File: src/rtl/demux_stream_pkg.sv
`default_nettype none
// +----------------------------------------------------------------------+
// | Module   : demux_stream_pkg                                          |
// | Brief    : Shared constants and helpers for the 1-to-N stream demux. |
// | Revision : 1.0                                                       |
// +----------------------------------------------------------------------+
package demux_stream_pkg;

    localparam int ERR_W_DEFAULT = 8;
    localparam int MAX_N_OUT     = 512;

    // Out-of-range selects produce an empty mask so callers can treat them as drops.
    function automatic logic [MAX_N_OUT-1:0] onehot_mask(input int unsigned sel,
                                                         input int unsigned n);
        logic [MAX_N_OUT-1:0] m;
        m = '0;
        if ((sel < n) && (sel < MAX_N_OUT)) begin
            m = MAX_N_OUT'(1) << sel;
        end
        return m;
    endfunction

endpackage
`default_nettype wire

File: src/rtl/demux_stream_1xn_if.sv
`default_nettype none
// +----------------------------------------------------------------------+
// | Module   : demux_stream_1xn_if                                       |
// | Brief    : Producer and consumer-side stream bundle for the demux.   |
// | Revision : 1.0                                                       |
// +----------------------------------------------------------------------+
interface demux_stream_1xn_if
    import demux_stream_pkg::*;
#(
    parameter int DATA_W = 8,
    parameter int N_OUT  = 6,
    parameter int ERR_W  = ERR_W_DEFAULT
);
    localparam int SEL_W = $clog2(N_OUT);

    logic                    in_valid;
    logic                    in_ready;
    logic [DATA_W-1:0]       in_data;
    logic [SEL_W-1:0]        in_sel;
    logic                    in_bcast;
    logic [N_OUT-1:0]        out_valid;
    logic [N_OUT-1:0]        out_ready;
    logic [N_OUT*DATA_W-1:0] out_data;
    logic [ERR_W-1:0]        err_cnt;

    modport master (
        output in_valid, in_data, in_sel, in_bcast, out_ready,
        input  in_ready, out_valid, out_data, err_cnt
    );

    modport slave (
        input  in_valid, in_data, in_sel, in_bcast, out_ready,
        output in_ready, out_valid, out_data, err_cnt
    );

endinterface
`default_nettype wire

File: src/rtl/demux_onehot_dec.sv
`default_nettype none
// +----------------------------------------------------------------------+
// | Module   : demux_onehot_dec                                          |
// | Brief    : Select to one-hot decoder with an in-range flag.          |
// | Revision : 1.0                                                       |
// +----------------------------------------------------------------------+
module demux_onehot_dec
    import demux_stream_pkg::*;
#(
    parameter int N_OUT = 6,
    parameter int SEL_W = $clog2(N_OUT)
) (
    input  wire logic [SEL_W-1:0] sel,
    output logic      [N_OUT-1:0] onehot,
    output logic                  in_range
);

    // N_OUT need not be a power of two, so the top codes of sel are illegal.
    assign in_range = (32'(sel) < N_OUT);

    generate
        for (genvar k = 0; k < N_OUT; k++) begin : g_bit
            assign onehot[k] = (sel == SEL_W'(k));
        end
    endgenerate

endmodule
`default_nettype wire

File: src/rtl/demux_stream_1xn.sv
`default_nettype none
// +----------------------------------------------------------------------+
// | Module   : demux_stream_1xn                                          |
// | Brief    : Registered 1-to-N valid/ready demux with broadcast.       |
// | Revision : 1.0                                                       |
// +----------------------------------------------------------------------+
module demux_stream_1xn
    import demux_stream_pkg::*;
#(
    parameter int DATA_W = 8,
    parameter int N_OUT  = 6,
    parameter int ERR_W  = ERR_W_DEFAULT
) (
    input  wire logic         clk,
    input  wire logic         rst_n,
    demux_stream_1xn_if.slave bus
);

    localparam int SEL_W = $clog2(N_OUT);

    logic [DATA_W-1:0] r_data;
    logic [N_OUT-1:0]  r_pend;
    logic [ERR_W-1:0]  r_err_cnt;

    logic [N_OUT-1:0]  w_resid;
    logic [N_OUT-1:0]  w_onehot;
    logic              w_in_range;
    logic              w_in_ready;
    logic              w_accept;

    demux_onehot_dec #(
        .N_OUT (N_OUT),
        .SEL_W (SEL_W)
    ) u_dec (
        .sel      (bus.in_sel),
        .onehot   (w_onehot),
        .in_range (w_in_range)
    );

    // Ready looks through the current cycle's drain so a fully consumed
    // beat can be replaced without a bubble.
    assign w_resid    = r_pend & ~bus.out_ready;
    assign w_in_ready = (w_resid == '0);
    assign w_accept   = bus.in_valid & w_in_ready;

    always_ff @(posedge clk) begin
        if (!rst_n) begin
            r_data    <= '0;
            r_pend    <= '0;
            r_err_cnt <= '0;
        end else if (w_accept) begin
            if (bus.in_bcast) begin
                r_data <= bus.in_data;
                r_pend <= '1;
            end else if (w_in_range) begin
                r_data <= bus.in_data;
                r_pend <= w_onehot;
            end else begin
                r_pend <= '0;
                if (r_err_cnt != '1) begin
                    r_err_cnt <= r_err_cnt + ERR_W'(1);
                end
            end
        end else begin
            r_pend <= w_resid;
        end
    end

    assign bus.in_ready  = w_in_ready;
    assign bus.out_valid = r_pend;
    assign bus.err_cnt   = r_err_cnt;

    generate
        for (genvar k = 0; k < N_OUT; k++) begin : g_lane
            assign bus.out_data[k*DATA_W +: DATA_W] = r_pend[k] ? r_data : '0;
        end
    endgenerate

endmodule
`default_nettype wire

File: src/flat_wrapper.sv
// flat-port wrapper written by rule: the top's interface ports become plain ports
module demux_stream_1xn_flat import demux_stream_pkg::*;
#(
    parameter int DATA_W = 8,
    parameter int N_OUT  = 6,
    parameter int ERR_W  = ERR_W_DEFAULT
)
  (clk, rst_n, bus_in_valid, bus_in_data, bus_in_sel, bus_in_bcast, bus_out_ready, bus_in_ready, bus_out_valid, bus_out_data, bus_err_cnt);
  demux_stream_1xn_if #(.DATA_W(DATA_W), .N_OUT(N_OUT), .ERR_W(ERR_W)) bus_i ();
  input  wire logic clk;
  input  wire logic rst_n;
  input wire logic [$bits(bus_i.in_valid)-1:0] bus_in_valid;
  input wire logic [$bits(bus_i.in_data)-1:0] bus_in_data;
  input wire logic [$bits(bus_i.in_sel)-1:0] bus_in_sel;
  input wire logic [$bits(bus_i.in_bcast)-1:0] bus_in_bcast;
  input wire logic [$bits(bus_i.out_ready)-1:0] bus_out_ready;
  output wire logic [$bits(bus_i.in_ready)-1:0] bus_in_ready;
  output wire logic [$bits(bus_i.out_valid)-1:0] bus_out_valid;
  output wire logic [$bits(bus_i.out_data)-1:0] bus_out_data;
  output wire logic [$bits(bus_i.err_cnt)-1:0] bus_err_cnt;
  assign bus_i.in_valid = bus_in_valid;
  assign bus_i.in_data = bus_in_data;
  assign bus_i.in_sel = bus_in_sel;
  assign bus_i.in_bcast = bus_in_bcast;
  assign bus_i.out_ready = bus_out_ready;
  assign bus_in_ready = bus_i.in_ready;
  assign bus_out_valid = bus_i.out_valid;
  assign bus_out_data = bus_i.out_data;
  assign bus_err_cnt = bus_i.err_cnt;
  demux_stream_1xn #(.DATA_W(DATA_W), .N_OUT(N_OUT), .ERR_W(ERR_W)) u_core (.clk(clk), .rst_n(rst_n), .bus(bus_i));
endmodule
File: config.mk
export PLATFORM = sky130hd
export DESIGN_NAME = demux_stream_1xn_flat
export DESIGN_NICKNAME = d
export VERILOG_FILES = /design/src/rtl/demux_stream_pkg.sv /design/src/rtl/demux_stream_1xn_if.sv /design/src/rtl/demux_onehot_dec.sv /design/src/rtl/demux_stream_1xn.sv /design/src/flat_wrapper.sv
export SDC_FILE = /design/constraint.sdc
export NUM_CORES = 1
export LEC_CHECK = 0
export ABC_AREA = 1
export ABC_CLOCK_PERIOD_IN_PS = 1500
export BUFFER_PORTS_ARGS = -buffer_cell sky130_fd_sc_hd__buf_2
export CAP_MARGIN = 30
export CORE_MARGIN = 4
export CORE_UTILIZATION = 40
export CTS_CLUSTER_DIAMETER = 80
export DETAILED_ROUTE_END_ITERATION = 8
export GPL_ROUTABILITY_DRIVEN = 0
export MAX_ROUTING_LAYER = met4
export PLACE_DENSITY = 0.76
export SLEW_MARGIN = 20
export SYNTH_ARGS = -nofsm -noshare
export SYNTH_HDL_FRONTEND = slang
export SYNTH_SLANG_ARGS = --single-unit
File: constraint.sdc
create_clock -name clk -period 1.5 [get_ports clk]
set_clock_uncertainty 0.2 [all_clocks]
set_input_delay 0.45 -clock clk [delete_from_list [all_inputs] [get_ports clk]]
set_output_delay 0.45 -clock clk [all_outputs]
set_load 0.03 [all_outputs]
Word-level counts from Yosys, hierarchy flattened
Index checks and enable logic that the tools add are counted.
{"block": "classes", "add_sub_neg": 1, "n_bitwise": 5, "order_cmp": 1, "mux": 11, "eq_ne": 6, "mul": 0, "div_mod_pow": 0, "n_shift": 0, "reduce_logical": 5}
{"cell": "$mux W8", "n": 8}
{"cell": "$mux W6", "n": 3}
{"cell": "$add A8 B1 Y8 const B", "n": 1}
{"cell": "$ne A8 B8 Y1 const B", "n": 1}
{"cell": "$and A6 B6 Y6", "n": 1}
{"cell": "$eq A3 B2 Y1 const B", "n": 2}
{"cell": "$eq A3 B3 Y1 const B", "n": 2}
{"cell": "$logic_not A6 Y1", "n": 1}
{"cell": "$not A6 Y6", "n": 1}
{"cell": "$reduce_and A4 Y1", "n": 1}
{"cell": "$eq A3 B1 Y1 const B", "n": 1}
{"cell": "$logic_not A3 Y1", "n": 1}
{"cell": "$lt A3 B3 Y1 const B", "n": 1}
{"cell": "$not A1 Y1", "n": 2}
{"cell": "$reduce_and A2 Y1", "n": 1}
{"cell": "$reduce_bool A2 Y1", "n": 1}
{"cell": "$and A1 B1 Y1", "n": 1}
{"block": "totals", "reg_bits": 22, "out_inout_bits": 63, "mem_bits_ro": 0, "inputBits": 21, "ram_bits": 0, "wordCells": 32, "latchBits": 0, "mem_count": 0}

Longest topological paths before layout
{"block": "depth", "word_depth": 5, "ltp_mapped": 9, "depth_no_buf": 9}

By module
A second synthesis with hierarchy kept.
{"block": "hier_totals", "hier_cells": 284, "area_unflattened_um2": 1621.6}
{"module": "demux_stream_1xn", "seq_area_each_um2": 440.4, "n_inst": 1, "cells_each": 271, "area_each_um2": 1570.3}
{"module": "demux_onehot_dec", "seq_area_each_um2": 0.0, "n_inst": 1, "cells_each": 13, "area_each_um2": 51.3}

Worst setup path before layout
Ideal clock, no wire load.
{"block": "synth_timing", "path_type": "flip-flop to output port", "startpoint": "reg u_core.r_pend[5] (netlist: u_core.bus.out_valid[5])", "endpoint": "out bus_in_ready", "t_required_ps": 850, "n_path_buf": 1, "path_stages_with_launch": 5, "t_arrival_ps": 1452, "path_slack_ps": -602, "path_cell_list": "dfxtp_1 buf_2 nand2_1 nand2_1 nor3_1"}
{"block": "synth_between", "elab_chain_len": 2}
{"item": "from (decl)", "line_no": "demux_stream_1xn.sv:22", "rtl": "logic [N_OUT-1:0] r_pend;"}
{"item": "from (signal assigned)", "line_no": "demux_stream_1xn.sv:57", "rtl": "r_pend <= w_onehot;"}
{"item": "from (signal assigned)", "line_no": "demux_stream_1xn.sv:65", "rtl": "r_pend <= w_resid;"}
{"item": "$and A6 B6 Y6", "line_no": "demux_stream_1xn.sv:42", "rtl": "assign w_resid = r_pend & ~bus.out_ready;"}
{"item": "$logic_not A6 Y1", "line_no": "demux_stream_1xn.sv:43", "rtl": "assign w_in_ready = (w_resid == '0);"}
{"item": "to (decl)", "line_no": "flat_wrapper.sv:17", "rtl": "output wire logic [$bits(bus_i.in_ready)-1:0] bus_in_ready;"}
Every way passes these cells.

Final worst setup path
{"block": "layout_timing", "startpoint": "reg u_core.r_data[1]", "endpoint": "out bus_out_data[9]"}
{"block": "layout_between", "elab_chain_len": 1}
{"item": "from (decl)", "line_no": "demux_stream_1xn.sv:21", "rtl": "logic [DATA_W-1:0] r_data;"}
{"item": "from (signal assigned)", "line_no": "demux_stream_1xn.sv:53", "rtl": "r_data <= bus.in_data;"}
{"item": "from (signal assigned)", "line_no": "demux_stream_1xn.sv:56", "rtl": "r_data <= bus.in_data;"}
{"item": "$mux W8", "line_no": "demux_stream_1xn.sv:75", "rtl": "assign bus.out_data[k*DATA_W +: DATA_W] = r_pend[k] ? r_data : '0;"}
{"item": "to (decl)", "line_no": "flat_wrapper.sv:19", "rtl": "output wire logic [$bits(bus_i.out_data)-1:0] bus_out_data;"}
Every way passes these cells.

==> impl_metrics.ini <==
[yosys]
synth-edff-count = 0
yosysTopAreaCell = dfxtp_1
seq_area_frac_synth_pct = 29.0
yosysMostFrequentCell = nand2_1
yosys.cell_types.count = 23
synth_common_cells = 73 x nand2_1, 65 x inv_1, 33 x nor2_1, 22 x dfxtp_1, 13 x o21ai_0
synth_warnings = 0
yosys-top-cells-area = dfxtp_1 29%, nand2_1 18%, inv_1 16%, nor2_1 8.1%, o21ai_0 4.3%
yosys_reg_bits = 22
synthesis.nets = 279
post-synth-top-area-fraction_pct = 29.0
ys_async_sr_fraction_pct = 0
syn_area_um2 = 1520
synth_area_per_cell_um2 = 5.92
netlist_instances = 257
top_flip_flop_cell_by_instance_count_after_synthesis = dfxtp_1

[timing]
layout_min_cycle_time_ns = 1.80
rsz0062_at_grt = true
hold_viol_final = 0
report.final.setup_viol = 75
layout_worst_path_cycle_share_pct = 120
final.setup.worst_slack_ns = -0.302
max_clock_freq_mhz = 555
final.hold.worst_slack_ns = 0.204
final_max_slew_viol_count = 0
max_slew_margin_pct = 81.6
worst-slew-pin-transition_ns = 0.276

[worst_setup_path]
setup.worst_path.class = reg -> out
worstPathRequired_ns = 0.85
crit_path_top_delay_cell = dfxtp_2
cp_data_arrival_time_ns = 1.15
slowest_delay_ns = 0.50
critical_path.startpoint_type = register
critical_path.cell_chain = nand2_1, inv_1, buf_6
worst-path-max-fanout = 7
timing.critical_path.to_type = output pin

[power]
cellPowerDensity_nw_per_um2 = 646
max-vdd-ir-drop_mv = 0.302
power.leakage_nw = 1.81
report.power.total_w = 0.00197

[place]
post_dp_cell_area_um2 = 2220
place_worst_setup_slack_ns = -0.257
port_buffers = 83
place_hpwl_um = 3540

[clock_network]
ctsRootBufferMaster = clkbuf_8
cts-buffers-inserted = 3
worstSkewPairLatency_ns = 0.27
cts_sink_count = 22
tritoncts_clock_tree = built
path_clk_slew_ns = 0.09
ctsHtreeMaxLevel = 1
longest_clk_path_bufs = 2

[route]
detail_route.drc_violations = 0
postRouteAntennaNets = 0
detail_route.wl_per_cell_um = 16.1
detailedRoute.firstIterationViolations = 169
drtPass1Iterations = 4
routed-via-count = 2065
finalWirelength_um = 6730
detail_route.vias_per_cell = 4.94

[floorplan]
initial_utilization_pct = 41.5
floorplan.die.width_um = 69.7
die_area_um2 = 4850
io-pin-count = 84
rows = 22
die_h_um = 69.7
design.core.area_um2 = 3660

[finish]
antenna_cells = 0
finished_cell_area_um2 = 3050
layout-area-overhead-vs-synth_pct = 101
fillerInstances = 174
design.final.nets = 393
layout-drive-gt1-share_pct = 67.8

[global_routing]
first_global_vias = 2021
global_route_total_usage_across_every_layer_pct = 24.3
grt_antenna_before_repair = 0
grt_first_pass_wirelength_um = 9620
grt_max_degree = 13
grt_overflow = 0

[outcome]
failing_checks = negative setup slack
run_status = finished, violations left

[worst_hold_path]
min_path_type = in -> reg

[flow_run]
max_cap_violations = 0
==> per-stage QoR <==
stage	util [%]	instances	TNS (ns)
after floorplan	-	257	-0.759
after global placement	60.7	404	-3.66
after detailed placement	60.7	404	-4.13
after CTS	75.3	409	-9.63
after global routing	83.4	418	-16.31
final	83.4	418	-13.10
==> timing repair <==
action                     CTS  global route
setup endpoints to repair   71            78
pin swaps                    7            23
resized for setup          173            88
setup buffers                1            10
hold buffers                 0             0
cloned                       3             0
==> placed cells by master, fill, tap and decap left out, drive strengths merged, types with 2 or more instances in the layout <==
master | synthesis | final
a21oi | 8 | 8
nor2 | 36 | 37
dfxtp | 22 | 22
inv | 68 | 68
nand2 | 80 | 80
o21ai | 16 | 16
nor3 | 2 | 2
nand3 | 11 | 11
buf | 7 | 115
xor2 | 3 | 3
clkbuf | 0 | 4
==> path summary, 6_finish.rpt <==
| path | end | startpoint | slack, ns | cells after the start |
|---|---|---|---|---|
| worst max-delay path | bus_out_data[9] | u_core.r_data[1]$_SDFFE_PN0P_ | -0.30 | 3 |
| worst min register to register | u_core.bus.out_valid[1]$_SDFF_PN0_ | u_core.bus.out_valid[1]$_SDFF_PN0_ | 0.32 | 2 |
| worst min-delay path | u_core.r_data[6]$_SDFFE_PN0P_ | bus_in_data[6] | 0.20 | 3 |
| worst max register to register | u_core.r_data[1]$_SDFFE_PN0P_ | u_core.bus.out_valid[1]$_SDFF_PN0_ | -0.24 | 9 |
==> metal layers <==
layer | routed length, um | share of wire (%) | up-vias | global-route usage, %
li1 | - | - | 974 | -
met1 | 2770 | 41 | 964 | 28.7
met2 | 3330 | 49 | 111 | 41.6
met3 | 489 | 7.3 | 16 | 4.35
met4 | 143 | 2.1 | 0 | 8.30
met5 | 0 | 0 | - | -
==> sequential cells by signal (all words and copies together) (netlist names) <==
signal / count
u_core.bus.out_valid: 6
u_core.bus.err_cnt: 8
u_core.r_data: 8
==> area by class of cell <==
class / instances / area, um^2 / area share [%]
multi-input combinational: 161 / 1060 / 34.7
tap: 48 / 60.1 / 1.97
sequential: 22 / 498 / 16.3
inverter: 68 / 258 / 8.45
clock buffer: 4 / 55.1 / 1.80
timing repair buffer: 115 / 1120 / 36.7
==> power by group <==
group	total [W]	leakage [nW]	switching, W	internal (W)
logic	0.000781	1.59	0.000440	0.000341
clock network	0.000446	0.0288	0.000211	0.000235
registers	0.000745	0.193	0.000117	0.000628
total	0.00197	1.81	0.000767	0.00120
==> worst max-delay path, delay by kind of cell, from the launching register on <==
family	cells	cell delay [ns]
flip-flops	1	0.50
AND/OR/NAND/NOR	1	0.12
buffers and inverters	2	0.25
==> logic make-up (layout without fill, tap and decap cells) <==
family	after synthesis	count (layout)	synth area share, %
buffers and inverters	75	187	20.9
adder cells (fa/ha/maj)	1	1	0.823
flip-flops	22	22	29.0
XOR/XNOR	4	4	2.30
AND/OR/NAND/NOR	131	132	39.1
AO/OA/AOI/OAI	24	24	7.90
Note: power is estimated with default switching activity, not from simulation.
